## config.mk

```make
export PLATFORM = sky130hd
export DESIGN_NAME = ov7670_sccb_config
export DESIGN_NICKNAME = d
export VERILOG_FILES = /design/src/rtl/ov7670_sccb_config.sv
export SDC_FILE = /design/constraint.sdc
export NUM_CORES = 1
export LEC_CHECK = 0
export CAP_MARGIN = 5
export CORE_AREA = 2 2 143 75
export CTS_CLUSTER_DIAMETER = 40
export CTS_CLUSTER_SIZE = 30
export DETAILED_ROUTE_END_ITERATION = 6
export DIE_AREA = 0 0 145 77
export GPL_TIMING_DRIVEN = 0
export PLACE_DENSITY = 0.74
export SETUP_SLACK_MARGIN = 0.2
export SLEW_MARGIN = 40
export SYNTH_ARGS = -nofsm -noshare
export SYNTH_HDL_FRONTEND = slang
export SYNTH_SLANG_ARGS = --single-unit
export TNS_END_PERCENT = 5
```

## constraint.sdc

```tcl
create_clock -name clk -period 4.7 [get_ports clk]
set_input_delay 0.47 -clock clk [delete_from_list [all_inputs] [get_ports clk]]
set_output_delay 0.47 -clock clk [all_outputs]
set_load 0.03 [all_outputs]
```

## src/rtl/ov7670_sccb_config.sv

```systemverilog
// rtl/ov7670_sccb_config.sv - OV7670 reset, boot wait and SCCB register-ROM sequencer
//
// Ports:
//   clk, rst        system clock, asynchronous active-low reset
//   start           single-cycle pulse, reruns the whole sequence from IDLE/DONE
//   rom_addr        register ROM address (rom_data valid one cycle later)
//   rom_data        {reg, val}; 16'hFFFF = end marker, 16'hFFF0 = delay entry
//   sioc            SCCB clock
//   siod_o/oe/i     SCCB data: oe=1 drives siod_o, oe=0 releases to the pull-up
//   cam_resetn      camera RESET pin (active-low), cam_pwdn tied low
//   busy, done      sequence running / sequence finished (camera format valid)
//   nack_cnt        high ACK samples seen in the last sequence, saturating
`timescale 1ns/1ps
module ov7670_sccb_config #(
    parameter int         c_sclk_div  = 250,
    parameter int         c_boot_wait = 1_000_000,
    parameter int         c_reg_wait  = 100_000,
    parameter logic [7:0] c_dev_addr  = 8'h42,
    parameter int         c_nb_rom    = 8
) (
    input  logic                clk,
    input  logic                rst,
    input  logic                start,
    output logic [c_nb_rom-1:0] rom_addr,
    input  logic [15:0]         rom_data,
    output logic                sioc,
    output logic                siod_o,
    output logic                siod_oe,
    input  logic                siod_i,
    output logic                cam_resetn,
    output logic                cam_pwdn,
    output logic                busy,
    output logic                done,
    output logic [7:0]          nack_cnt
);

    localparam int                  c_div_w     = $clog2(c_sclk_div);
    localparam logic [c_div_w-1:0]  c_div_last  = c_div_w'(c_sclk_div - 1);
    localparam logic [31:0]         c_boot_last = 32'(c_boot_wait - 1);
    localparam logic [31:0]         c_reg_last  = 32'(c_reg_wait - 1);
    localparam logic [c_nb_rom-1:0] c_addr_last = '1;

    typedef enum logic [3:0] {
        S_IDLE, S_CAM_RST, S_BOOT_WAIT, S_FETCH, S_DECODE,
        S_START, S_BIT, S_STOP, S_GAP, S_DELAY, S_DONE
    } state_t;

    state_t               state, state_n;
    logic [c_div_w-1:0]   div_cnt, div_n;
    logic [1:0]           qtr, qtr_n;
    logic [3:0]           bit_idx, bit_n;
    logic [1:0]           byte_idx, byte_n;
    logic [31:0]          wait_cnt, wait_n;
    logic [7:0]           reg_byte, reg_n;
    logic [7:0]           val_byte, val_n;
    logic [7:0]           nack_n;
    logic [c_nb_rom-1:0]  addr_n;
    logic                 qtr_end;
    logic                 entry_done;
    logic [7:0]           tx_byte;
    logic                 sda_n, sioc_n;
    logic                 busy_n, done_n, cam_resetn_n;

    assign cam_pwdn = 1'b0;

    always_ff @(posedge clk or negedge rst) begin
        if (!rst) begin
            state      <= S_IDLE;
            div_cnt    <= '0;
            qtr        <= '0;
            bit_idx    <= '0;
            byte_idx   <= '0;
            wait_cnt   <= '0;
            reg_byte   <= '0;
            val_byte   <= '0;
            nack_cnt   <= '0;
            rom_addr   <= '0;
            sioc       <= 1'b1;
            siod_o     <= 1'b1;
            siod_oe    <= 1'b0;
            cam_resetn <= 1'b0;
            busy       <= 1'b0;
            done       <= 1'b0;
        end else begin
            state      <= state_n;
            div_cnt    <= div_n;
            qtr        <= qtr_n;
            bit_idx    <= bit_n;
            byte_idx   <= byte_n;
            wait_cnt   <= wait_n;
            reg_byte   <= reg_n;
            val_byte   <= val_n;
            nack_cnt   <= nack_n;
            rom_addr   <= addr_n;
            sioc       <= sioc_n;
            siod_o     <= sda_n;
            siod_oe    <= ~sda_n;
            cam_resetn <= cam_resetn_n;
            busy       <= busy_n;
            done       <= done_n;
        end
    end

    always_comb begin
        state_n    = state;
        div_n      = div_cnt;
        qtr_n      = qtr;
        bit_n      = bit_idx;
        byte_n     = byte_idx;
        wait_n     = wait_cnt;
        reg_n      = reg_byte;
        val_n      = val_byte;
        nack_n     = nack_cnt;
        addr_n     = rom_addr;
        entry_done = 1'b0;
        qtr_end    = (div_cnt == c_div_last);
        tx_byte    = c_dev_addr;
        sda_n      = 1'b1;
        sioc_n     = 1'b1;

        case (state)
            S_IDLE: begin
                // Leaving reset always launches a full sequence.
                state_n = S_CAM_RST;
                wait_n  = '0;
                addr_n  = '0;
                nack_n  = '0;
            end
            S_CAM_RST: begin
                if (wait_cnt == c_boot_last) begin
                    state_n = S_BOOT_WAIT;
                    wait_n  = '0;
                end else begin
                    wait_n = wait_cnt + 32'd1;
                end
            end
            S_BOOT_WAIT: begin
                if (wait_cnt == c_boot_last) begin
                    state_n = S_FETCH;
                    wait_n  = '0;
                end else begin
                    wait_n = wait_cnt + 32'd1;
                end
            end
            S_FETCH: begin
                state_n = S_DECODE;
            end
            S_DECODE: begin
                reg_n  = rom_data[15:8];
                val_n  = rom_data[7:0];
                div_n  = '0;
                qtr_n  = '0;
                wait_n = '0;
                if (rom_data == 16'hFFFF) begin
                    state_n = S_DONE;
                end else if (rom_data == 16'hFFF0) begin
                    state_n = S_DELAY;
                end else begin
                    state_n = S_START;
                end
            end
            S_START: begin
                if (!qtr_end) begin
                    div_n = div_cnt + c_div_w'(1);
                end else begin
                    div_n = '0;
                    if (qtr == 2'd1) begin
                        state_n = S_BIT;
                        qtr_n   = '0;
                        bit_n   = '0;
                        byte_n  = '0;
                    end else begin
                        qtr_n = qtr + 2'd1;
                    end
                end
            end
            S_BIT: begin
                // ACK is sampled at the very end of the third quarter, i.e.
                // just before the slave may release SDA after the SCL high phase.
                if (qtr_end && qtr == 2'd2 && bit_idx == 4'd8 && siod_i &&
                    nack_cnt != 8'hFF) begin
                    nack_n = nack_cnt + 8'd1;
                end
                if (!qtr_end) begin
                    div_n = div_cnt + c_div_w'(1);
                end else begin
                    div_n = '0;
                    if (qtr == 2'd3) begin
                        qtr_n = '0;
                        if (bit_idx == 4'd8) begin
                            bit_n = '0;
                            if (byte_idx == 2'd2) begin
                                state_n = S_STOP;
                            end else begin
                                byte_n = byte_idx + 2'd1;
                            end
                        end else begin
                            bit_n = bit_idx + 4'd1;
                        end
                    end else begin
                        qtr_n = qtr + 2'd1;
                    end
                end
            end
            S_STOP: begin
                if (!qtr_end) begin
                    div_n = div_cnt + c_div_w'(1);
                end else begin
                    div_n = '0;
                    if (qtr == 2'd2) begin
                        state_n = S_GAP;
                        qtr_n   = '0;
                    end else begin
                        qtr_n = qtr + 2'd1;
                    end
                end
            end
            S_GAP: begin
                if (!qtr_end) begin
                    div_n = div_cnt + c_div_w'(1);
                end else begin
                    div_n = '0;
                    qtr_n = qtr + 2'd1;
                    if (qtr == 2'd3) begin
                        entry_done = 1'b1;
                    end
                end
            end
            S_DELAY: begin
                if (wait_cnt == c_reg_last) begin
                    wait_n     = '0;
                    entry_done = 1'b1;
                end else begin
                    wait_n = wait_cnt + 32'd1;
                end
            end
            S_DONE: begin
                if (start) begin
                    state_n = S_CAM_RST;
                    wait_n  = '0;
                    addr_n  = '0;
                    nack_n  = '0;
                end
            end
            default: begin
                state_n = S_IDLE;
            end
        endcase

        // The last ROM slot ends the sequence even without an end marker.
        if (entry_done) begin
            if (rom_addr == c_addr_last) begin
                state_n = S_DONE;
            end else begin
                addr_n  = rom_addr + c_nb_rom'(1);
                state_n = S_FETCH;
            end
        end

        // Outputs are decoded from the next state so they register in step with it.
        case (byte_n)
            2'd1:    tx_byte = reg_n;
            2'd2:    tx_byte = val_n;
            default: tx_byte = c_dev_addr;
        endcase

        case (state_n)
            S_START: begin
                sda_n = (qtr_n == 2'd0);
            end
            S_BIT: begin
                sioc_n = qtr_n[1];
                sda_n  = (bit_n == 4'd8) ? 1'b1 : tx_byte[3'd7 - bit_n[2:0]];
            end
            S_STOP: begin
                sioc_n = (qtr_n != 2'd0);
                sda_n  = (qtr_n == 2'd2);
            end
            default: begin
                sioc_n = 1'b1;
                sda_n  = 1'b1;
            end
        endcase

        busy_n       = !(state_n == S_IDLE || state_n == S_DONE);
        done_n       = (state_n == S_DONE);
        cam_resetn_n = !(state_n == S_IDLE || state_n == S_CAM_RST);
    end

endmodule

```

==> impl_metrics.csv, run 1 <==
group,metric,value,unit
status,outcome,"finished clean",
logic_synthesis,synth_xor_area_frac,0.05012,
floorplan,die_y,77,microns
place,port_buffers,41,
power,p_leak,2.602,nW
global_routing,grt_use_total,0.2431,
logic_synthesis,synth_compound_area_frac,0.1439,
worst_setup_path,crit_required,4940,ps
route,vias,4361,
final_layout,num-nets-final,633,
clocking,hold_buffers,0,
route,wl_per_cell,17.43,microns
clocking,cts_buffers,9,
logic_synthesis,synth_fa_ha_area_frac,0.04057,
final_layout,area_growth,17.64,%
final_layout,fin_cells,741,
logic_synthesis,syn_inst,543,
clocking,cts_sinks,90,
final_layout,n_antenna_cell,0,
final_layout,utilization,0.6216,
worst_setup_path,worstPathArrival,4140,ps
clocking,cts_resized,0,
clocking,cts-root-buf,"clkbuf_16",
global_routing,grt_max_degree,47,
clocking,clk_pin_slew_worst_paths,70,ps
place,dp.cells,725,
sta,max_clock_freq,256.6,MHz
logic_synthesis,avgSynthCellArea,9.655,sq um
clocking,cts_tree,"yes",
route,vias_per_cell,5.885,
worst_setup_path,path_cells,"inv_1, ha_1, and4_1, clkbuf_1, and2_1, nand2_1, o21ai_0, nand2b_1, a32o_1, ha_1, nor2b_1, a22oi_1, a21o_1, o21ba_2, a311oi_1, nor2_1, o22a_1",
worst_setup_path,r2r_slack,800,ps
logic_synthesis,yosysSeqAreaShare,0.4301,
sta,hold_viol,0,
floorplan,ioPinCount,43,
logic_synthesis,syn_area,5243,sq um
route,drtAntennaViolNets,0,
worst_setup_path,timing.critical_path.mode_cell,"ha_1",
sta,finalSetupViolations,0,
logic_synthesis,ys_async_sr_fraction,1.000,
logic_synthesis,yosys-top-cells-area,"dfrtp_1 (42%), nor2_1 (4.2%), ha_1 (4.1%)",
global_routing,grt_overflow,0,
worst_setup_path,crit_path_top_delay_cell,"dfrtp_1",
worst_setup_path,cp_top_family,"compound AO/OA/AOI/OAI gates",
worst_setup_path,crit_fanout,8,
worst_setup_path,crit_type,"reg2reg",
sta,drv_slew,0,
clocking,cts_buffer_depth,2,
logic_synthesis,yosysTopAreaCell,"dfrtp_1",
place,hpwl,9.502,mm
logic_synthesis,ys.flop_type,"dfrtp_1",
logic_synthesis,synth_top_family_by_area,"simple AND/OR/NAND/NOR gates",
logic_synthesis,muxShareOfSynthArea,0.05585,
clocking,clock_latency,350,ps
global_routing,grt_pass1_vias,4190,
sta,finalClockSkew,10.04,ps
worst_setup_path,cp-end-kind,"register",
route,firstDrtPassIters,5,
sta,period_needed,3897,ps
clocking,htreeDepth,3,
power,power_density,247.9,nW/um^2
logic_synthesis,yosys.area.top_type_share,0.4200,
clocking,cts_setup_buffers,0,
logic_synthesis,synth.most_common_cell,"dfrtp_1",
global_routing,antenna_found_initial,0,
worst_setup_path,cpPeakStageDelay,420,ps
final_layout,drive_gt1_frac,0.1165,
route,routed_wl,12.91,mm
floorplan,rows,26,
sta,min_period_over_period,0.8292,
floorplan,start_util,0.5284,
logic_synthesis,synth_nets,580,
place,place_ws,927.5,ps
floorplan,dieWidth,145,microns
place,gp_congestion,0.8905,
min_path,min_path_type,"in2async",
run,drv_cap,0,
floorplan,die_area,11170,sq um
logic_synthesis,synth.distinct_cells,72,
logic_synthesis,synth_edf_count,0,
global_routing,grt_pass1_wl,21.54,mm
logic_synthesis,synth-simple-area-share,0.2372,
logic_synthesis,synth_seq_cells,90,
route,drtIter0Drc,389,
logic_synthesis,yosys-top-cells-count,"dfrtp_1 (88), nor2_1 (58), nand2_1 (47)",
sta,rsz0062_at_grt,"no",
power,p_total,1.529,mW
sta,relSlewSlack,0.4474,
worst_setup_path,cp-start-kind,"register",
worst_setup_path,crit_buf_inv,2,
sta,worstMarginPinSlew,821.3,ps
floorplan,core,9922,sq um
route,post-route-drc-count,0,
logic_synthesis,ys_warn_count,0,
power,irDropWorstVdd,0.1713,mV
sta,setup_slack,802.5,ps
per-stage QoR:
step	setup TNS [ps]	area [sq um]	hold WS, ps
floorplan	0	5243	174.4
global placement	-6752	5828	481.1
detailed placement	0	5866	438.5
CTS	0	6161	59.76
global route	0	6167	64.51
finish	0	6167	33.97
flip-flops by register name, summed over array words and instances (netlist names), 2 cells and up:
signal,flops
byte_idx,2
div_cnt,8
qtr,2
val_byte,8
bit_idx,4
rom_addr,8
wait_cnt,32
state,4
nack_cnt,8
reg_byte,8
worst register-to-register path, stage by stage (launching register included):
cell      delay (ps)
dfrtp_1          420
inv_1             90
ha_1             140
and4_1           170
clkbuf_1         290
and2_1           250
nand2_1          170
o21ai_0          200
nand2b_1         110
a32o_1           250
ha_1             360
nor2b_1          290
a22oi_1          160
a21o_1           170
o21ba_2          190
a311oi_1         250
nor2_1            90
o22a_1           200
area by class of cell:
| class | instances | area, sq um |
|---|---|---|
| clock buffer | 10 | 239.0 |
| inverter | 19 | 71.32 |
| buffer | 23 | 146.4 |
| clock inverter | 6 | 56.30 |
| multi-input combinational | 411 | 2785 |
| sequential | 90 | 2255 |
| tap | 140 | 175.2 |
| fill | 786 | 3755 |
| timing repair buffer | 42 | 439.2 |
path summary, 6_finish.rpt:
| kind | start | endpoint | cells past startpoint |
|---|---|---|---|
| max | div_cnt[1] | siod_oe | 17 |
| min | rst | reg_byte[5] | 1 |
| max reg2reg | div_cnt[1] | siod_oe | 17 |
| min reg2reg | reg_byte[5] | reg_byte[5] | 1 |
| max in group asynchronous | rst | sioc | 2 |
| min in group clk | reg_byte[5] | reg_byte[5] | 1 |
metal layers:
metal  vias to the layer above  wire length [microns]  GRT usage
li1                       2073                      -          -
met5                         -                      0          0
met4                         0                    110    0.05050
met3                        12                   1041    0.07560
met2                       160                   5052     0.3181
met1                      2116                   6708     0.3850
layout by cell type, fill, tap and decap left out, drive strengths merged, types with 3 or more instances in the layout:
master / Yosys / routed
a211oi: 3 / 3
a21oi: 8 / 8
a221o: 3 / 3
a22oi: 8 / 8
a311oi: 3 / 3
a31oi: 3 / 3
and2: 5 / 5
and3: 9 / 9
and4: 6 / 6
buf: 9 / 11
clkbuf: 14 / 24
clkdlybuf4s50: 0 / 40
dfrtp: 88 / 88
ha: 17 / 17
inv: 19 / 23
mux2: 18 / 18
mux2i: 9 / 9
nand2: 47 / 47
nand2b: 10 / 10
nand3: 26 / 26
nand4: 18 / 18
nor2: 58 / 58
nor2b: 12 / 12
nor3: 9 / 9
nor4: 9 / 9
nor4b: 7 / 7
o211ai: 5 / 5
o21ai: 39 / 39
o31ai: 14 / 14
or2: 3 / 3
xnor2: 11 / 11
xor2: 19 / 19
power by group:
part	leakage [nW]	internal [mW]	switching, mW
clock	0.144	0.385	0.330
sequential	1.22	0.774	0
combinational	1.24	0.0177	0.0222
total	2.60	1.18	0.352
cell families after synthesis:
logic type | count (synthesis)
simple gates | 230
xor+xnor | 30
compound gates | 106
other cells | 1
fa+ha+maj | 17
mux | 27
flops | 90
buf+inv | 42
No activity file was read; power rests on OpenSTA's default activity.
==> run 2: changes to the inputs <==
==> constraint.sdc (replaced) <==
create_clock -name clk -period 3.6 [get_ports clk]
set_input_delay 0.36 -clock clk [delete_from_list [all_inputs] [get_ports clk]]
set_output_delay 0.36 -clock clk [all_outputs]
set_load 0.03 [all_outputs]
==> impl_metrics.csv, run 2 (synthesis gave the netlist of run 1 again) <==
group,metric,value,unit
route,drtIter0Drc,367,
route,vias_per_cell,5.895,
sta,min_period_over_period,0.9097,
route,firstDrtPassIters,5,
worst_setup_path,cp-end-kind,"register",
floorplan,die_y,77,microns
floorplan,dieWidth,145,microns
worst_setup_path,ff2ff_path_depth,14,
final_layout,num-nets-final,635,
final_layout,most-common-layout-cells,"dfrtp_1 (88), nor2_1 (57), nand2_1 (46)",
sta,finalClockSkew,9.098,ps
place,hpwl,9.502,mm
clocking,clock_latency,360,ps
route,post-route-drc-count,0,
run,drv_cap,0,
global_routing,grt_overflow,0,
global_routing,grt_pass1_vias,4197,
sta,rsz0062_at_grt,"yes",
power,power_density,319.4,nW/um^2
clocking,cts_tree,"yes",
worst_setup_path,cp-start-kind,"register",
final_layout,n_antenna_cell,0,
worst_setup_path,r2r_slack,330,ps
power,irDropWorstVdd,0.2153,mV
clocking,htreeDepth,3,
clocking,cts_buffer_depth,2,
sta,period_needed,3275,ps
place,gp_congestion,0.8905,
min_path,min_path_type,"in2async",
sta,timing.hold.ws,503.1,ps
worst_setup_path,r2r_start,"state[3]",
final_layout,area_growth,19.47,%
final_layout,drive_gt1_frac,0.1443,
floorplan,rows,26,
final_layout,regMostFlops,"wait_cnt",
place,place_ws,-172.5,ps
clocking,clk_pin_slew_worst_paths,70,ps
clocking,cts_sinks,90,
sta,tns,0,ps
clocking,cts_buffers,9,
global_routing,grt_max_degree,47,
global_routing,grt_use_total,0.2439,
sta,relSlewSlack,0.4754,
route,wl_per_cell,17.67,microns
route,routed_wl,13.13,mm
worst_setup_path,reg2reg_to,"siod_oe",
floorplan,start_util,0.5284,
final_layout,largest_reg_flops,32,
global_routing,antenna_found_initial,0,
worst_setup_path,crit_fanout,10,
clocking,cts-root-buf,"clkbuf_16",
floorplan,ioPinCount,43,
sta,worstMarginPinSlew,780.2,ps
worst_setup_path,worstPathArrival,3520,ps
sta,max_clock_freq,305.4,MHz
sta,setup_slack,325.1,ps
floorplan,core,9922,sq um
worst_setup_path,crit_type,"reg2reg",
sta,finalSetupViolations,0,
power,p_total,2.001,mW
power,p_leak,2.638,nW
sta,hold_viol,0,
final_layout,final_common_cell,"dfrtp_1",
worst_setup_path,crit_required,3840,ps
floorplan,die_area,11170,sq um
route,drtAntennaViolNets,0,
place,port_buffers,41,
global_routing,grt_pass1_wl,21.60,mm
route,vias,4380,
sta,drv_slew,0,
status,outcome,"finished clean",
[run 2: changes by cell type in the layout (fill, tap and decap cells not counted), sizes merged]
cell,previous run,this run
dlygate4sd3,0,1
buf,11,14
clkbuf,24,22
[run 2: routing by layer]
| metal | vias to the layer above | wire, microns | track usage |
|---|---|---|---|
| li1 | 2076 | - | - |
| met1 | 2130 | 6809 | 0.3834 |
| met2 | 160 | 5065 | 0.3190 |
| met3 | 14 | 1123 | 0.08036 |
| met4 | 0 | 131 | 0.05050 |
| met5 | - | 0 | 0 |
[run 2: timing repair]
action                                  CTS  global route
setup buffers                             2             0
hold buffers                              1             0
resized for setup                         9            15
pin swaps                                 0             2
hold endpoints to repair                 45             0
endpoints found under the setup margin    2            12
[run 2: power by group]
group          internal, mW  total [mW]  switching [mW]  leakage, nW
clock                 0.503       0.937           0.434        0.144
sequential             1.01        1.01               0         1.22
combinational        0.0237      0.0530          0.0293         1.28
total                  1.54        2.00           0.464         2.64
[run 2: final cells by class]
class                   instances  area (sq um)
plain buffers                  22         148.9
clock buffers                  10         239.0
clock inverters                 6         56.30
fillers                       767          3659
inverters                      19         71.32
multi-input cells             411          2854
flip-flops and latches         90          2255
well taps                     140         175.2
repair buffers                 45         464.2
[run 2: per-stage QoR]
step | utilization | instance area, sq um | instances
2_1_floorplan | - | 5243 | 543
3_3_place_gp | 0.5874 | 5828 | 724
3_5_place_dp | 0.5912 | 5866 | 725
4_1_cts | 0.6257 | 6208 | 743
5_1_grt | 0.6313 | 6264 | 743
6_report | 0.6313 | 6264 | 743
[run 2: worst max-delay path, stage by stage (launching register included)]
cell and delay (ps):
dfrtp_1 460, buf_6 170, nor4bb_1 330, nand4_1 180, and2_1 190, nand2b_1 170
a32oi_2 280, ha_4 280, nor2b_2 140, a22oi_1 100, a21o_1 150, o21ba_2 190
a311oi_2 230, nor2_1 90, o22a_1 200
[run 2: worst max-delay path by stage]
stage,cells after the start,slack [ps],from,endpoint
floorplan,17,270,div_cnt[1],siod_oe
global placement,1,-1080,rst,wait_cnt[18]
detailed placement,17,-170,div_cnt[1],siod_oe
CTS,15,230,div_cnt[2],siod_oe
global route,17,200,div_cnt[1],siod_oe
finish,14,330,state[3],siod_oe
==> run 3: changes to the inputs <==
--- a/config.mk
+++ b/config.mk
@@ -13,6 +13,7 @@
 export DIE_AREA = 0 0 145 77
 export GPL_TIMING_DRIVEN = 0
 export PLACE_DENSITY = 0.74
+export REMOVE_ABC_BUFFERS = 1
 export SETUP_SLACK_MARGIN = 0.2
 export SLEW_MARGIN = 40
 export SYNTH_ARGS = -nofsm -noshare
==> impl_metrics.csv, run 3 (synthesis gave the netlist of run 1 again) <==
group,metric,value,unit
status,outcome,"finished clean",
global_routing,grt_use_total,0.2402,
worst_setup_path,cp_top_family,"compound AO/OA/AOI/OAI gates",
route,drtIter0Drc,411,
min_path,min_path_type,"in2async",
power,power.share.combinational,0.026,
clocking,cts_sinks,90,
final_layout,drive_gt1_frac,0.1559,
run,drv_cap,0,
route,post-route-drc-count,0,
floorplan,core,9922,sq um
sta,max_clock_freq,305.4,MHz
sta,min_period_over_period,0.9097,
sta,finalSetupViolations,0,
worst_setup_path,worstPathArrival,3500,ps
clocking,clock_latency,350,ps
sta,period_needed,3275,ps
power,p_total,2.025,mW
final_layout,n_antenna_cell,0,
worst_setup_path,crit_required,3820,ps
route,firstDrtPassIters,5,
final_layout,most-common-layout-cells,"dfrtp_1 (84), nor2_1 (58), nand2_1 (46)",
clocking,cts-root-buf,"clkbuf_16",
final_layout,num-nets-final,622,
floorplan,start_util,0.5284,
final_layout,regMostFlops,"wait_cnt",
place,placed_cell_area,5748,sq um
sta,rsz0062_at_grt,"no",
power,p_sw_frac,0.2145,
worst_setup_path,crit_type,"reg2reg",
clocking,cts_tree,"yes",
route,routed_wl,13.01,mm
power,pwr-share-clk,0.475,
clocking,clk_pin_slew_worst_paths,70,ps
clocking,cts_buffer_depth,2,
worst_setup_path,crit_buf_inv,1,
route,vias,4452,
sta,relSlewSlack,0.4899,
route,wl_per_cell,17.83,microns
final_layout,final_common_cell,"dfrtp_1",
place,dp.cells,705,
worst_setup_path,crit_fanout,6,
route,drtAntennaViolNets,0,
worst_setup_path,crit_path_top_delay_cell,"dfrtp_1",
sta,worstMarginPinSlew,758.7,ps
worst_setup_path,path_cells,"inv_1, ha_1, and4_4, and2_4, nand2_2, o21ai_1, nand2b_1, a32o_2, ha_4, nor2b_4, a22oi_1, a21o_1, o21ba_2, a311oi_1, nor2_1, o22a_1",
global_routing,grt_max_degree,52,
clocking,cts_buffers,9,
power,seqPwrFrac,0.499,
floorplan,rows,26,
place,gp_congestion,0.8806,
power,p_leak,2.615,nW
final_layout,area_growth,18.88,%
sta,finalClockSkew,7.476,ps
place,port_buffers,41,
worst_setup_path,cpPeakStageDelay,400,ps
final_layout,sequential_cell_area,2262,sq um
place,hpwl,9.155,mm
route,vias_per_cell,6.099,
global_routing,grt_overflow,0,
floorplan,die_y,77,microns
global_routing,grt_pass1_vias,4150,
sta,hold_viol,0,
final_layout,multi_input_area,2897,sq um
global_routing,antenna_found_initial,0,
final_layout,largest_reg_flops,32,
final_layout,n_fill_cell,812,
sta,tns,0,ps
power,power_density,325.0,nW/um^2
final_layout,fin_cells,730,
floorplan,die_area,11170,sq um
floorplan,dieWidth,145,microns
global_routing,grt_pass1_wl,21.42,mm
clocking,htreeDepth,3,
final_layout,design_area,6232,sq um
power,net-switching-power,0.4345,mW
floorplan,ioPinCount,43,
sta,drv_slew,0,
worst_setup_path,cp-end-kind,"register",
power,irDropWorstVdd,0.2203,mV
worst_setup_path,cp-start-kind,"register",
power,p_int,1.591,mW
run 3: changes by cell type in the layout (fill, tap and decap cells not counted), moves of 3 or more:
cell	delta
buf_6	-4
buf_4	+3
clkbuf_1	-8
dfrtp_1	-4
dfrtp_2	+3
run 3: worst reg2reg max path: cells and delay by family (launching register included):
| family | cells | cell delay (ps) |
|---|---|---|
| compound gates | 7 | 1370 |
| flops | 1 | 400 |
| buf+inv | 1 | 80 |
| simple gates | 6 | 870 |
| fa+ha+maj | 2 | 450 |
run 3: final cells by class:
| cell class | instances | share of cell area |
|---|---|---|
| multi-input combinational | 411 | 0.4648 |
| timing repair buffer | 54 | 0.08412 |
| clock buffer | 10 | 0.03835 |
| clock inverter | 6 | 0.01024 |
| sequential | 90 | 0.3630 |
| tap | 140 | 0.02811 |
| inverter | 19 | 0.01144 |
run 3: repair_timing:
action,in CTS,in global routing
buffers inserted,0,8
hold buffers,1,0
endpoints found under the setup margin,23,2
gates resized for setup,16,10
pin swaps,0,2
endpoints found under the hold margin,38,0
run 3: layer usage:
| layer | track usage | part of all wire | vias up |
|---|---|---|---|
| met4 | 0.05941 | 0.014 | 0 |
| met5 | 0 | 0 | - |
| met3 | 0.06488 | 0.077 | 24 |
| met2 | 0.3281 | 0.42 | 190 |
| li1 | - | - | 2048 |
| met1 | 0.3722 | 0.49 | 2190 |
run 3: stage by stage:
| stage | util | hold WS (ps) | setup slack, ps |
|---|---|---|---|
| floorplan | - | 64.41 | -444.5 |
| global placement | 0.5726 | 482.2 | -1495 |
| detailed placement | 0.5793 | 304.7 | -185.6 |
| CTS | 0.6156 | 500.9 | 183.2 |
| global route | 0.6281 | 523.8 | 195.7 |
| finish | 0.6281 | 489.8 | 325.2 |
run 3: path summary, 6_finish.rpt:
path	from	endpoint	slack, ps	cells after the start
max in group asynchronous	rst	sioc	2460	3
worst min-delay path	rst	wait_cnt[17]	490	2
worst max-delay path	div_cnt[1]	siod_oe	330	16
min in group clk	reg_byte[7]	reg_byte[7]	500	1
worst max register to register	div_cnt[1]	siod_oe	330	16
worst min register to register	reg_byte[7]	reg_byte[7]	500	1
run 3: power groups by stage:
stage / clock [mW] / combinational, mW / sequential (mW)
finish: 0.962 / 0.0521 / 1.01
global route: 1.03 / 0.0584 / 1.01
CTS: 0.979 / 0.0536 / 1.01
detailed placement: 0 / 0.0521 / 1.03
global placement: 0 / 0.0475 / 1.03
floorplan: 0 / 0.00283 / 1.03
